==> config.mk <==
export PLATFORM = sky130hd
export DESIGN_NAME = silife_uart_wb_bridge
export DESIGN_NICKNAME = d
export VERILOG_FILES = /design/src/rtl/silife_bridge_pkg.sv /design/src/rtl/silife_uart.sv /design/src/rtl/silife_uart_wb_bridge.sv
export SDC_FILE = /design/constraint.sdc
export NUM_CORES = 1
export LEC_CHECK = 0
export ABC_CLOCK_PERIOD_IN_PS = 1900
export CAP_MARGIN = 20
export CORE_MARGIN = 2
export CORE_UTILIZATION = 51
export CTS_CLUSTER_DIAMETER = 60
export DETAILED_ROUTE_END_ITERATION = 12
export PLACE_DENSITY = 0.8
export REMOVE_ABC_BUFFERS = 1
export SLEW_MARGIN = 20
export SYNTH_ARGS = -nofsm -noshare
export SYNTH_HDL_FRONTEND = slang
export SYNTH_SLANG_ARGS = --single-unit
==> constraint.sdc <==
create_clock -name clk -period 1.9 [get_ports clk]
set_input_delay 0.38 -clock clk [delete_from_list [all_inputs] [get_ports clk]]
set_output_delay 0.38 -clock clk [all_outputs]
set_load 0.01 [all_outputs]
==> src/rtl/silife_bridge_pkg.sv <==
// Shared constants and state encodings for the silife UART-to-Wishbone bridge.
package silife_bridge_pkg;

  localparam logic [7:0] CMD_WRITE = 8'h57;
  localparam logic [7:0] CMD_READ  = 8'h52;
  localparam logic [7:0] RSP_ACK   = 8'h06;
  localparam logic [7:0] RSP_NAK   = 8'h15;

  typedef enum logic [2:0] {
    ST_IDLE,
    ST_ADDR,
    ST_DATA,
    ST_WB,
    ST_RESP
  } cmd_state_t;

  typedef enum logic [1:0] {
    RX_IDLE,
    RX_START,
    RX_DATA,
    RX_STOP
  } rx_state_t;

  typedef enum logic {
    TX_IDLE,
    TX_SHIFT
  } tx_state_t;

endpackage

==> src/rtl/silife_uart.sv <==
// 8N1 UART: synchronised receiver with glitch reject and framing check, plus a
// single-byte transmitter. Valid/frame-error outputs are one-cycle pulses.
module silife_uart
  import silife_bridge_pkg::*;
#(
  parameter int CLKS_PER_BIT = 87
) (
  input  logic       i_clk,
  input  logic       i_rst_n,
  input  logic       i_rx,
  output logic       o_tx,
  output logic       o_rx_valid,
  output logic [7:0] o_rx_data,
  output logic       o_rx_frame_err,
  input  logic       i_tx_start,
  input  logic [7:0] i_tx_data,
  output logic       o_tx_busy
);

  localparam int CW = $clog2(CLKS_PER_BIT + 1);
  localparam logic [CW-1:0] BIT_LAST = CW'(CLKS_PER_BIT - 1);
  localparam logic [CW-1:0] BIT_HALF = CW'(CLKS_PER_BIT / 2);

  rx_state_t       r_rx_state, w_rx_state_nxt;
  tx_state_t       r_tx_state, w_tx_state_nxt;
  logic            r_rx_meta, r_rx_sync, r_rx_prev;
  logic [CW-1:0]   r_rx_clk, r_tx_clk;
  logic [2:0]      r_rx_bit;
  logic [3:0]      r_tx_bit;
  logic [7:0]      r_rx_shift;
  logic [8:0]      r_tx_shift;
  logic            r_rx_valid, r_rx_ferr, r_tx;
  logic            w_rx_tick, w_rx_mid, w_tx_tick;

  assign w_rx_tick      = (r_rx_clk == BIT_LAST);
  assign w_rx_mid       = (r_rx_clk == BIT_HALF);
  assign w_tx_tick      = (r_tx_clk == BIT_LAST);
  assign o_rx_valid     = r_rx_valid;
  assign o_rx_data      = r_rx_shift;
  assign o_rx_frame_err = r_rx_ferr;
  assign o_tx           = r_tx;
  assign o_tx_busy      = (r_tx_state != TX_IDLE);

  always_comb begin
    w_rx_state_nxt = r_rx_state;
    w_tx_state_nxt = r_tx_state;
    case (r_rx_state)
      RX_IDLE:  if (r_rx_prev && !r_rx_sync) w_rx_state_nxt = RX_START;
      RX_START: if (w_rx_mid) w_rx_state_nxt = r_rx_sync ? RX_IDLE : RX_DATA;
      RX_DATA:  if (w_rx_tick && (r_rx_bit == 3'd7)) w_rx_state_nxt = RX_STOP;
      RX_STOP:  if (w_rx_tick) w_rx_state_nxt = RX_IDLE;
      default:  w_rx_state_nxt = RX_IDLE;
    endcase
    case (r_tx_state)
      TX_IDLE:  if (i_tx_start) w_tx_state_nxt = TX_SHIFT;
      TX_SHIFT: if (w_tx_tick && (r_tx_bit == 4'd9)) w_tx_state_nxt = TX_IDLE;
      default:  w_tx_state_nxt = TX_IDLE;
    endcase
  end

  // Receive: the bit counter restarts on every state change so the start-bit
  // re-check lands mid-bit and every later sample stays mid-bit.
  always_ff @(posedge i_clk or negedge i_rst_n) begin
    if (!i_rst_n) begin
      r_rx_state <= RX_IDLE;
      r_rx_meta  <= 1'b1;
      r_rx_sync  <= 1'b1;
      r_rx_prev  <= 1'b1;
      r_rx_clk   <= '0;
      r_rx_bit   <= '0;
      r_rx_shift <= '0;
      r_rx_valid <= 1'b0;
      r_rx_ferr  <= 1'b0;
    end else begin
      r_rx_state <= w_rx_state_nxt;
      r_rx_meta  <= i_rx;
      r_rx_sync  <= r_rx_meta;
      r_rx_prev  <= r_rx_sync;
      r_rx_clk   <= ((w_rx_state_nxt != r_rx_state) || w_rx_tick) ? '0 : r_rx_clk + CW'(1);
      if (r_rx_state == RX_START) r_rx_bit <= '0;
      if ((r_rx_state == RX_DATA) && w_rx_tick) begin
        r_rx_shift <= {r_rx_sync, r_rx_shift[7:1]};
        r_rx_bit   <= r_rx_bit + 3'd1;
      end
      r_rx_valid <= (r_rx_state == RX_STOP) && w_rx_tick && r_rx_sync;
      r_rx_ferr  <= (r_rx_state == RX_STOP) && w_rx_tick && !r_rx_sync;
    end
  end

  // Transmit: shift register holds data plus stop bit; ones fill in behind.
  always_ff @(posedge i_clk or negedge i_rst_n) begin
    if (!i_rst_n) begin
      r_tx_state <= TX_IDLE;
      r_tx       <= 1'b1;
      r_tx_shift <= '1;
      r_tx_clk   <= '0;
      r_tx_bit   <= '0;
    end else begin
      r_tx_state <= w_tx_state_nxt;
      if (r_tx_state == TX_IDLE) begin
        if (i_tx_start) begin
          r_tx       <= 1'b0;
          r_tx_shift <= {1'b1, i_tx_data};
          r_tx_clk   <= '0;
          r_tx_bit   <= '0;
        end
      end else if (w_tx_tick) begin
        r_tx       <= r_tx_shift[0];
        r_tx_shift <= {1'b1, r_tx_shift[8:1]};
        r_tx_clk   <= '0;
        r_tx_bit   <= r_tx_bit + 4'd1;
      end else begin
        r_tx_clk   <= r_tx_clk + CW'(1);
      end
    end
  end

endmodule

==> src/rtl/silife_uart_wb_bridge.sv <==
// Host-UART command decoder driving single classic Wishbone cycles.
// Optional SILIFE_BRIDGE_TIMEOUT_EN aborts an unacknowledged cycle after WB_TIMEOUT clocks.
module silife_uart_wb_bridge
  import silife_bridge_pkg::*;
#(
  parameter int CLKS_PER_BIT = 87
`ifdef SILIFE_BRIDGE_TIMEOUT_EN
  , parameter int WB_TIMEOUT = 255
`endif
) (
  input  logic        clk,
  input  logic        reset,
  input  logic        uart_rx,
  output logic        uart_tx,
  output logic        o_wb_cyc,
  output logic        o_wb_stb,
  output logic        o_wb_we,
  output logic [31:0] o_wb_addr,
  output logic [31:0] o_wb_data,
  input  logic        i_wb_ack,
  input  logic [31:0] i_wb_data,
  output logic        o_busy
);

  cmd_state_t  r_state, w_state_nxt;
  logic [2:0]  r_cnt, r_len;
  logic        r_we, r_nak, r_wb_cyc, r_wb_we;
  logic [31:0] r_addr_sh, r_data_sh, r_wb_addr, r_wb_data, r_rdata;
  logic        w_rx_valid, w_rx_ferr, w_tx_start, w_tx_busy, w_timeout, w_known;
  logic [7:0]  w_rx_data, w_tx_data;

  silife_uart #(.CLKS_PER_BIT(CLKS_PER_BIT)) u_uart (
    .i_clk          (clk),
    .i_rst_n        (reset),
    .i_rx           (uart_rx),
    .o_tx           (uart_tx),
    .o_rx_valid     (w_rx_valid),
    .o_rx_data      (w_rx_data),
    .o_rx_frame_err (w_rx_ferr),
    .i_tx_start     (w_tx_start),
    .i_tx_data      (w_tx_data),
    .o_tx_busy      (w_tx_busy)
  );

  assign o_wb_cyc  = r_wb_cyc;
  assign o_wb_stb  = r_wb_cyc;
  assign o_wb_we   = r_wb_we;
  assign o_wb_addr = r_wb_addr;
  assign o_wb_data = r_wb_data;
  assign o_busy    = (r_state != ST_IDLE);
  assign w_known   = (w_rx_data == CMD_WRITE) || (w_rx_data == CMD_READ);

`ifdef SILIFE_BRIDGE_TIMEOUT_EN
  logic [15:0] r_to_cnt;
  always_ff @(posedge clk or negedge reset) begin
    if (!reset)         r_to_cnt <= '0;
    else if (!r_wb_cyc) r_to_cnt <= '0;
    else                r_to_cnt <= r_to_cnt + 16'd1;
  end
  assign w_timeout = r_wb_cyc && (r_to_cnt == 16'(WB_TIMEOUT - 1));
`else
  assign w_timeout = 1'b0;
`endif

  always_comb begin
    w_state_nxt = r_state;
    w_tx_start  = 1'b0;
    case (r_state)
      ST_IDLE: if (w_rx_valid) w_state_nxt = w_known ? ST_ADDR : ST_RESP;
      ST_ADDR: begin
        if (w_rx_ferr) w_state_nxt = ST_IDLE;
        else if (w_rx_valid && (r_cnt == 3'd3)) w_state_nxt = r_we ? ST_DATA : ST_WB;
      end
      ST_DATA: begin
        if (w_rx_ferr) w_state_nxt = ST_IDLE;
        else if (w_rx_valid && (r_cnt == 3'd3)) w_state_nxt = ST_WB;
      end
      ST_WB:   if (i_wb_ack || w_timeout) w_state_nxt = ST_RESP;
      ST_RESP: begin
        // Stay here until the final byte has fully left the transmitter.
        if (!w_tx_busy) begin
          if (r_cnt == r_len) w_state_nxt = ST_IDLE;
          else                w_tx_start  = 1'b1;
        end
      end
      default: w_state_nxt = ST_IDLE;
    endcase
  end

  always_comb begin
    w_tx_data = RSP_ACK;
    if (r_nak) w_tx_data = RSP_NAK;
    else if (!r_we) begin
      case (r_cnt[1:0])
        2'd0:    w_tx_data = r_rdata[31:24];
        2'd1:    w_tx_data = r_rdata[23:16];
        2'd2:    w_tx_data = r_rdata[15:8];
        default: w_tx_data = r_rdata[7:0];
      endcase
    end
  end

  always_ff @(posedge clk or negedge reset) begin
    if (!reset) begin
      r_state   <= ST_IDLE;
      r_cnt     <= '0;
      r_len     <= '0;
      r_we      <= 1'b0;
      r_nak     <= 1'b0;
      r_addr_sh <= '0;
      r_data_sh <= '0;
      r_wb_cyc  <= 1'b0;
      r_wb_we   <= 1'b0;
      r_wb_addr <= '0;
      r_wb_data <= '0;
      r_rdata   <= '0;
    end else begin
      r_state <= w_state_nxt;
      case (r_state)
        ST_IDLE: if (w_rx_valid) begin
          r_cnt <= '0;
          r_len <= 3'd1;
          r_we  <= (w_rx_data == CMD_WRITE);
          r_nak <= !w_known;
        end
        ST_ADDR: if (w_rx_valid) begin
          r_addr_sh <= {r_addr_sh[23:0], w_rx_data};
          r_cnt     <= (r_cnt == 3'd3) ? 3'd0 : r_cnt + 3'd1;
          if ((r_cnt == 3'd3) && !r_we) begin
            r_wb_cyc  <= 1'b1;
            r_wb_we   <= 1'b0;
            r_wb_addr <= {r_addr_sh[23:0], w_rx_data};
          end
        end
        ST_DATA: if (w_rx_valid) begin
          r_data_sh <= {r_data_sh[23:0], w_rx_data};
          r_cnt     <= (r_cnt == 3'd3) ? 3'd0 : r_cnt + 3'd1;
          if (r_cnt == 3'd3) begin
            r_wb_cyc  <= 1'b1;
            r_wb_we   <= 1'b1;
            r_wb_addr <= r_addr_sh;
            r_wb_data <= {r_data_sh[23:0], w_rx_data};
          end
        end
        ST_WB: if (i_wb_ack || w_timeout) begin
          r_wb_cyc <= 1'b0;
          r_wb_we  <= 1'b0;
          r_cnt    <= '0;
          // An ack arriving together with the timeout takes priority.
          if (i_wb_ack) begin
            r_rdata <= i_wb_data;
            r_len   <= r_we ? 3'd1 : 3'd4;
          end else begin
            r_nak   <= 1'b1;
            r_len   <= 3'd1;
          end
        end
        ST_RESP: if (w_tx_start) r_cnt <= r_cnt + 3'd1;
        default: ;
      endcase
    end
  end

endmodule

Yosys cells after proc, flatten, opt, wreduce, memory -nomap -nowiden
Index checks and enable logic that the tools add are counted.
{"block": "totals", "input_bits": 36, "wordCells": 165, "ff_bits": 212}
{"block": "classes", "n_addsub": 5, "reduce_logical": 36, "n_eq_ne": 32, "bitwise_logic": 1, "mux": 65}
{"operator": "two-way mux 32 bit", "count": 4}
{"operator": "one-hot mux 32 bit (2 select lines)", "count": 1}
{"operator": "two-way mux 3 bit", "count": 19}
{"operator": "two-way mux 7 bit", "count": 4}
{"operator": "two-way mux 9 bit", "count": 3}
{"operator": "one-hot mux 8 bit (3 select lines)", "count": 1}
{"operator": "equality test 8 x 7 -> 1 bit (second input constant)", "count": 2}
{"operator": "two-way mux 1 bit", "count": 16}
{"operator": "two-way mux 8 bit", "count": 2}
{"operator": "one-hot mux 3 bit (5 select lines)", "count": 1}
{"operator": "adder 7 x 1 -> 7 bit (second input constant)", "count": 2}
{"operator": "equality test 7 bit (second input constant)", "count": 2}
{"operator": "two-way mux 4 bit", "count": 3}
{"operator": "inequality test 2 bit (second input constant)", "count": 6}
{"operator": "one-hot mux 3 bit (4 select lines)", "count": 1}
{"operator": "AND reduction 6 bit", "count": 2}
{"operator": "two-way mux 2 bit", "count": 5}
{"operator": "inequality test 2 x 1 -> 1 bit (second input constant)", "count": 5}
{"operator": "AND reduction 2 bit", "count": 5}
{"operator": "AND reduction 5 bit", "count": 2}
{"operator": "equality test 3 x 2 -> 1 bit (second input constant)", "count": 3}
{"operator": "logical AND 1 bit", "count": 9}
{"operator": "one-hot mux 2 bit (4 select lines)", "count": 1}
{"operator": "nonzero test 2 bit", "count": 4}
{"operator": "23 further kinds", "count": 36}

Longest topological paths before layout
Gate-level depths: netlist (run 1).
{"block": "logic_depth", "ltp_word": 7, "depth_mapped": 8}

By module
Synthesis (run 1) repeated with hierarchy kept, for this count alone.
{"block": "hier_totals", "hier_cells": 826, "area_unflattened_um2": 9601.7}
{"module": "silife_uart_wb_bridge", "cells_each": 595, "area_per_inst_um2": 7161.9, "n_inst": 1, "seq_area_each_um2": 4103.9}
{"module": "silife_uart", "cells_each": 231, "area_per_inst_um2": 2439.8, "n_inst": 1, "seq_area_each_um2": 1166.1}

Least setup slack after synthesis (run 1)
No wires, ideal clock.
{"block": "synth_path", "path_kind": "register to register", "from": "reg r_cnt[1]", "to": "reg r_wb_addr[10], in the netlist o_wb_addr[10]", "period_less_slack_ns": 1.846, "setup_slack_ns": 0.054, "required_time_ns": 1.768, "setup_time_ns": 0.132, "path_stages_with_launch": 8, "path_buffers": 2, "t_arrival_ns": 1.714, "path_cell_list": "dfrtp_1 -> ha_1 -> ha_1 -> or3b_1 -> buf_4 -> buf_4 -> nand2_1 -> o21ai_1"}
{"block": "synth_via", "elab_chain_len": 4, "word_cells_on_any_way": 5, "classes_between": "eq/ne (3); reduce/logical (2)"}
{"item": "start: declaration", "line_no": "silife_uart_wb_bridge.sv:26", "source": "logic [2:0] r_cnt, r_len;"}
{"item": "start signal: assignment", "line_no": "silife_uart_wb_bridge.sv:128", "source": "r_cnt <= (r_cnt == 3'd3) ? 3'd0 : r_cnt + 3'd1;"}
{"item": "start signal: assignment", "line_no": "silife_uart_wb_bridge.sv:137", "source": "r_cnt <= (r_cnt == 3'd3) ? 3'd0 : r_cnt + 3'd1;"}
{"item": "start signal: assignment", "line_no": "silife_uart_wb_bridge.sv:158", "source": "ST_RESP: if (w_tx_start) r_cnt <= r_cnt + 3'd1;"}
{"item": "equality test 3 x 2 -> 1 bit *", "line_no": "silife_uart_wb_bridge.sv:129, silife_uart_wb_bridge.sv:138"}
{"item": "logical AND 1 bit", "line_no": "silife_uart_wb_bridge.sv:129", "source": "if ((r_cnt == 3'd3) && !r_we) begin"}
{"item": "inequality test 2 bit (no source line)"}
{"item": "AND reduction 5 bit (no source line) *"}
{"item": "end signal: assignment", "line_no": "silife_uart_wb_bridge.sv:132", "source": "r_wb_addr <= {r_addr_sh[23:0], w_rx_data};"}
{"item": "end signal: assignment", "line_no": "silife_uart_wb_bridge.sv:141", "source": "r_wb_addr <= r_addr_sh;"}
{"item": "end: declaration", "line_no": "silife_uart_wb_bridge.sv:28", "source": "logic [31:0] r_addr_sh, r_data_sh, r_wb_addr, r_wb_data, r_rdata;"}
Every way passes the cells marked *; elsewhere a longest branch is shown, timed or not.
A chain may end at the register's enable or synchronous reset.

Worst setup path after layout (run 1)
{"block": "layout_path", "from": "reg r_wb_cyc, in the netlist o_wb_cyc", "to": "out o_wb_stb"}
{"item": "start: declaration", "line_no": "silife_uart_wb_bridge.sv:27", "source": "logic r_we, r_nak, r_wb_cyc, r_wb_we;"}
{"item": "start signal: assignment", "line_no": "silife_uart_wb_bridge.sv:112", "source": "r_wb_cyc <= 1'b0;"}
{"item": "start signal: assignment", "line_no": "silife_uart_wb_bridge.sv:130", "source": "r_wb_cyc <= 1'b1;"}
{"item": "start signal: assignment", "line_no": "silife_uart_wb_bridge.sv:139", "source": "r_wb_cyc <= 1'b1;"}
{"item": "end: declaration", "line_no": "silife_uart_wb_bridge.sv:16", "source": "output logic o_wb_stb,"}
No word-level cell between the ends.

==> impl_metrics.env, run 1 <==
export IMPL_fin_crit_sh_pct=97.8
export IMPL_worstPathCellList="clkdlybuf4s50_1"
export IMPL_grt_remaining_overflow=0
export IMPL_holdPathStages=1
export IMPL_p_switching_w=0.00217
export IMPL_wire_per_inst_um=16.5
export IMPL_cp_end_kind="output pin"
export IMPL_synth_edf_count=0
export IMPL_drt_iter0_markers=347
export IMPL_cap_viol_max_count=0
export IMPL_syn2layout_area_growth_pct=27.9
export IMPL_die_h_um=138
export IMPL_fp_coreArea_mm2=0.0174
export IMPL_clk_pin_slew_worst_paths_ps=60
export IMPL_r2r_slack_ps=60
export IMPL_synth_top_area_share_pct=54.4
export IMPL_yosysSeqAreaShare_pct=57.8
export IMPL_route_detailed_drc=0
export IMPL_die_area_mm2=0.0190
export IMPL_vias=6084
export IMPL_ir_drop_mv=0.871
export IMPL_worstReg2RegEnd="r_state[0]"
export IMPL_path_buf_inv=1
export IMPL_combPwrFrac_pct=4.3
export IMPL_crit_fanout=3
export IMPL_cp_required_ps=1520
export IMPL_rows=48
export IMPL_cts_buffer_depth=3
export IMPL_ys_ff_latch=210
export IMPL_post_synth_top_count_cell="dfrtp_1"
export IMPL_hp_class="input pin to flop"
export IMPL_crit_family="buffers and inverters"
export IMPL_drv_slew=0
export IMPL_worstSetupPathType="flop to output pin"
export IMPL_hpwlAfterDp_um=11900
export IMPL_ys_warn_count=0
export IMPL_synthFlopType="dfrtp_1"
export IMPL_grt_setup_unrepaired="true"
export IMPL_drive_above_1_share_pct=29.6
export IMPL_placed_cells=1063
export IMPL_wl_um=18300
export IMPL_whs_endpoint="u_uart.r_rx_meta"
export IMPL_yosys_area_top_type="dfrtp_1"
export IMPL_fin_cells=1107
export IMPL_ios=105
export IMPL_cp_arrival_ps=1480
export IMPL_numCtsBuffers=23
export IMPL_placed_area_mm2=0.0107
export IMPL_worst_pin_slew_ps=441
export IMPL_final_hold_violation_count=0
export IMPL_synth_async_reset_ratio_pct=100
export IMPL_switching_share_pct=21.3
export IMPL_power_leakage_nw=5.28
export IMPL_synth_area_mm2=0.00911
export IMPL_r2r_start="r_state[0]"
export IMPL_grt_use_met3_pct=2.98
export IMPL_reg2regPathDepth=6
export IMPL_clock_latency_ps=510
export IMPL_synth_area_top_cells="dfrtp_1 (54%), mux2_2 (16%), mux2i_1 (4.4%), dfstp_2 (3.5%), nand2_1 (2.9%)"
export IMPL_grt_busiest_layer="met2"
export IMPL_drtAntennaViolNets=0
export IMPL_slew_headroom_pct=70.5
export IMPL_synth_common_cells="dfrtp_1 (198), mux2_2 (128), nand2_1 (70), mux2i_1 (40), nor2_1 (27)"
export IMPL_grt_use_met1_pct=27.1
export IMPL_finClkSkew_ps=22.4
export IMPL_diodes=0
export IMPL_grt_max_degree=67
export IMPL_slowest_stage="clkdlybuf4s50_1"
export IMPL_power_density_mw_per_mm2=874
export IMPL_port_buffers=104
export IMPL_chipWidth_um=138
export IMPL_stdcell_area_mm2=0.0117
export IMPL_nets=915
export IMPL_gp_congestion=0.893
export IMPL_hp_start="uart_rx"
export IMPL_clock_power_share_pct=49.5
export IMPL_period_needed_ps=1860
export IMPL_finalSetupTns_ps=0
export IMPL_setup_viol=0
export IMPL_startpoint_type="flop"
export IMPL_internal_power_w=0.00802
export IMPL_use_met2_pct=32.4
export IMPL_grt_pass1_vias=6056
export IMPL_grt_usage_pct=19.7
export IMPL_synthDistinctLibCells=57
export IMPL_holdWs_ps=284
export IMPL_htree_levels=1
export IMPL_antenna_found_initial=0
export IMPL_drtPass1Iterations=5
export IMPL_postCtsSetupBuffers=0
export IMPL_max_stage_delay_ps=560
export IMPL_crit_start="o_wb_cyc"
export IMPL_pwr_share_seq_pct=46.2
export IMPL_cts_root_buf="clkbuf_16"
export IMPL_cts_tree="built"
export IMPL_routed_via_density=5.50
export IMPL_clock_fmax_mhz=538
export IMPL_outcome="finished clean"
export IMPL_synth_area_per_cell_um2=12.6
export IMPL_grt_pass1_wl_um=30000
export IMPL_syn_inst=724
export IMPL_n_fill_cell=1260
export IMPL_cts_sinks=210
export IMPL_initial_core_util_pct=52.5
-- through the flow --
stage / total power [W] / worst slack [ps] / utilization [%]
after detailed placement: 0.00523 / -43.9 / 61.7
after global placement: 0.00521 / 30.0 / 61.7
after global routing: 0.0106 / -13.6 / 67.2
after CTS: 0.0103 / 1.33 / 66.8
final: 0.0102 / 41.1 / 67.2
after floorplan: 0.00497 / -1410 / -
-- cell type report --
type | count | area, um^2 | share of cell area, %
multi-input combinational | 457 | 3620 | 31.1
tap | 225 | 282 | 2.42
sequential | 210 | 5280 | 45.3
timing repair buffer | 153 | 1530 | 13.1
inverter | 20 | 75.1 | 0.644
clock inverter | 14 | 230 | 1.98
clock buffer | 28 | 644 | 5.53
-- power by group through the flow --
stage                     sequential (W)  combinational (W)  clock, W
after floorplan                  0.00476           0.000212         0
after global placement           0.00478           0.000433         0
after detailed placement         0.00479           0.000446         0
after CTS                        0.00471           0.000450   0.00513
after global routing             0.00474           0.000501   0.00532
final                            0.00471           0.000437   0.00504
-- worst max path at each step --
stage / end / slack [ps] / cells after the start
finish: o_wb_stb / 40 / 1
floorplan: o_wb_addr[14] / -1410 / 4
global route: r_state[0] / -10 / 6
detailed placement: r_state[0] / -40 / 6
global placement: r_state[0] / 30 / 6
CTS: o_busy / 1 / 3
-- sequential cells by signal, summed over array words and instances (netlist names), 4 cells and up --
name,count
o_wb_addr,32
o_wb_data,32
r_addr_sh,32
r_rdata,32
r_data_sh,24
u_uart.o_rx_data,8
u_uart.r_tx_shift,8
u_uart.r_rx_clk,7
u_uart.r_tx_clk,7
u_uart.r_tx_bit,4
-- what timing repair did --
item | CTS | global route
gates resized for setup | 7 | 10
hold buffers | 1 | 0
cloned | 0 | 1
hold endpoints to repair | 28 | 0
endpoints found under the setup margin | 7 | 40
pin swaps | 1 | 3
-- per-layer routing --
metal	wire (um)	share of wire, %
met1	8050	44
met5	0	0
met2	9110	50
met4	392	2.1
met3	718	3.9
-- cell usage in the layout, fill, tap and decap left out, types with 6 or more instances in the layout --
| cell type | synthesis | final |
|---|---|---|
| a222oi_1 | 8 | 8 |
| o21ai_0 | 26 | 26 |
| clkdlybuf4s50_1 | 0 | 101 |
| nor3_1 | 10 | 9 |
| inv_1 | 18 | 18 |
| ha_1 | 14 | 11 |
| o21ai_2 | 11 | 11 |
| xor2_1 | 6 | 6 |
| clkbuf_8 | 0 | 6 |
| nand3_1 | 10 | 10 |
| mux2_2 | 128 | 128 |
| clkbuf_16 | 0 | 24 |
| buf_4 | 6 | 39 |
| mux2i_1 | 40 | 40 |
| nand2_1 | 70 | 70 |
| a21oi_1 | 8 | 7 |
| o21ai_1 | 24 | 24 |
| dfstp_2 | 12 | 12 |
| dfrtp_1 | 198 | 194 |
| bufinv_16 | 0 | 6 |
| nor2_1 | 27 | 25 |
| buf_12 | 0 | 8 |
-- cell families (layout without fill, tap and decap cells) --
family	after synthesis	after routing	share of synthesized area, %
flops	210	210	57.8
mux	168	168	20.2
compound gates	113	113	8.25
simple gates	151	151	7.73
xor+xnor	11	11	1.06
buf+inv	57	215	2.99
fa+ha+maj	14	14	1.92
Power figures use the tool's default switching activity.
==> inputs of run 2 (changes only) <==
- TNS_END_PERCENT: default -> 5
==> run 2 against run 1 <==
Net effect:
- final cell count hardly changed
- global-route usage stayed put
- flip-flop and latch count stayed put
- clock skew is 1.2 ps lower
- sequential share of layout area is 0.058 points higher
- critical path depth is 5 higher
- clock power hardly changed
- routed wire length is 1.4% lower
- die area stayed put
- via count is 0.46% lower
- sequential power hardly changed
- design area is 0.13% lower
- critical path type is now flop to flop
- critical endpoint is now r_state[0]
==> impl_metrics.env, run 2 (synthesized netlist as in run 1, its figures left out) <==
export IMPL_grt_pass1_wl_um=30000
export IMPL_power_total_w=0.0102
export IMPL_worstSetupPathType="flop to flop"
export IMPL_clock_latency_ps=510
export IMPL_cp_end_kind="flop"
export IMPL_grt_remaining_overflow=0
export IMPL_holdWs_ps=286
export IMPL_fp_coreArea_mm2=0.0174
export IMPL_reg2regPathDepth=6
export IMPL_syn2layout_area_growth_pct=27.7
export IMPL_die_area_mm2=0.0190
export IMPL_hpwlAfterDp_um=11900
export IMPL_outcome="finished clean"
export IMPL_worstReg2RegEnd="r_state[0]"
export IMPL_period_needed_ps=1900
export IMPL_rows=48
export IMPL_setup_viol=0
export IMPL_ios=105
export IMPL_cts_root_buf="clkbuf_16"
export IMPL_gp_congestion=0.893
export IMPL_r2r_start="r_state[0]"
export IMPL_holdPathStages=1
export IMPL_vias=6056
export IMPL_nets=914
export IMPL_wl_um=18000
export IMPL_grt_pass1_vias=6056
export IMPL_power_leakage_nw=5.27
export IMPL_startpoint_type="flop"
export IMPL_power_density_mw_per_mm2=875
export IMPL_cap_viol_max_count=0
export IMPL_diodes=0
export IMPL_finalSetupTns_ps=0
export IMPL_grt_max_degree=67
export IMPL_final_hold_violation_count=0
export IMPL_drtPass1Iterations=5
export IMPL_finClkSkew_ps=21.2
export IMPL_cts_buffer_depth=3
export IMPL_mostFrequentLayoutCells="dfrtp_1 (194), mux2_2 (128), clkdlybuf4s50_1 (101)"
export IMPL_crit_fanout=6
export IMPL_wire_per_inst_um=16.3
export IMPL_clk_pin_slew_worst_paths_ps=60
export IMPL_drive_above_1_share_pct=29.5
export IMPL_hp_class="input pin to flop"
export IMPL_pwr_share_seq_pct=46.3
export IMPL_hp_start="uart_rx"
export IMPL_placed_area_mm2=0.0107
export IMPL_worst_pin_slew_ps=457
export IMPL_combPwrFrac_pct=4.3
export IMPL_ir_drop_mv=0.872
export IMPL_port_buffers=104
export IMPL_initial_core_util_pct=52.5
export IMPL_cp_required_ps=2290
export IMPL_clock_power_share_pct=49.5
export IMPL_chipWidth_um=138
export IMPL_cts_sinks=210
export IMPL_whs_endpoint="u_uart.r_rx_meta"
export IMPL_drv_slew=0
export IMPL_switching_share_pct=21.3
export IMPL_final_common_cell="dfrtp_1"
export IMPL_grt_usage_pct=19.7
export IMPL_clock_fmax_mhz=527
export IMPL_htree_levels=1
export IMPL_p_switching_w=0.00216
export IMPL_postCtsSetupBuffers=0
export IMPL_antenna_found_initial=0
export IMPL_fin_crit_sh_pct=100
export IMPL_grt_setup_unrepaired="true"
export IMPL_die_h_um=138
export IMPL_final_util_pct=67.1
export IMPL_drt_iter0_markers=360
export IMPL_route_detailed_drc=0
export IMPL_cts_tree="built"
export IMPL_slew_headroom_pct=69.4
export IMPL_internal_power_w=0.00802
export IMPL_numCtsBuffers=23
export IMPL_drtAntennaViolNets=0
export IMPL_cp_arrival_ps=2290
export IMPL_stdcell_area_mm2=0.0116
export IMPL_r2r_slack_ps=0.9
export IMPL_routed_via_density=5.48
==> run 2: timing repair <==
action                     CTS  global route
hold endpoints to repair    28             0
gates resized for setup      7            11
setup endpoints to repair    7            40
hold buffers                 1             0
pin swaps                    1             2
==> run 2: worst max-delay path, cell delays in order (launching register included) <==
cell and delay (ps):
dfrtp_2 480, buf_4 190, or3_1 400, a21oi_2 210
or2b_1 150, o21ai_0 100, a221oi_1 260
==> run 2: per-stage QoR <==
stage,setup WS (ps),cells
6_report,0.942,1106
5_1_grt,-56.0,1106
4_1_cts,1.33,1106
3_5_place_dp,-43.9,1063
3_3_place_gp,30.0,1063
2_1_floorplan,-1410,687
==> run 2: layout make-up <==
cell class              instances  area [um^2]
flip-flops and latches        210         5280
inverters                      20         75.1
clock buffers                  28          644
fillers                      1257         5720
multi-input cells             457         3630
repair buffers                152         1500
clock inverters                14          230
well taps                     225          282
==> run 2: worst max path at each step <==
stage	startpoint	to	slack, ps	cells past startpoint
after floorplan	r_state[0]	o_wb_addr[14]	-1410	4
after global placement	i_wb_ack	r_state[0]	30	6
after detailed placement	i_wb_ack	r_state[0]	-40	6
after CTS	r_state[2]	o_busy	1	3
after global routing	r_state[0]	r_state[0]	-60	6
final	r_state[0]	r_state[0]	0.9	6
==> run 2: power groups by stage <==
stage / sequential, W / combinational [W] / clock [W]
after floorplan: 0.00476 / 0.000212 / 0
after global placement: 0.00478 / 0.000433 / 0
after detailed placement: 0.00479 / 0.000446 / 0
after CTS: 0.00471 / 0.000450 / 0.00513
after global routing: 0.00474 / 0.000501 / 0.00532
final: 0.00471 / 0.000436 / 0.00504
==> run 2: per-layer routing <==
metal	vias to the layer above	track usage, %	share of wire (%)
met5	-	0	0
met4	0	6.13	2.3
met3	36	2.98	4.7
met2	138	32.4	49
met1	3019	27.1	44
li1	2863	-	-
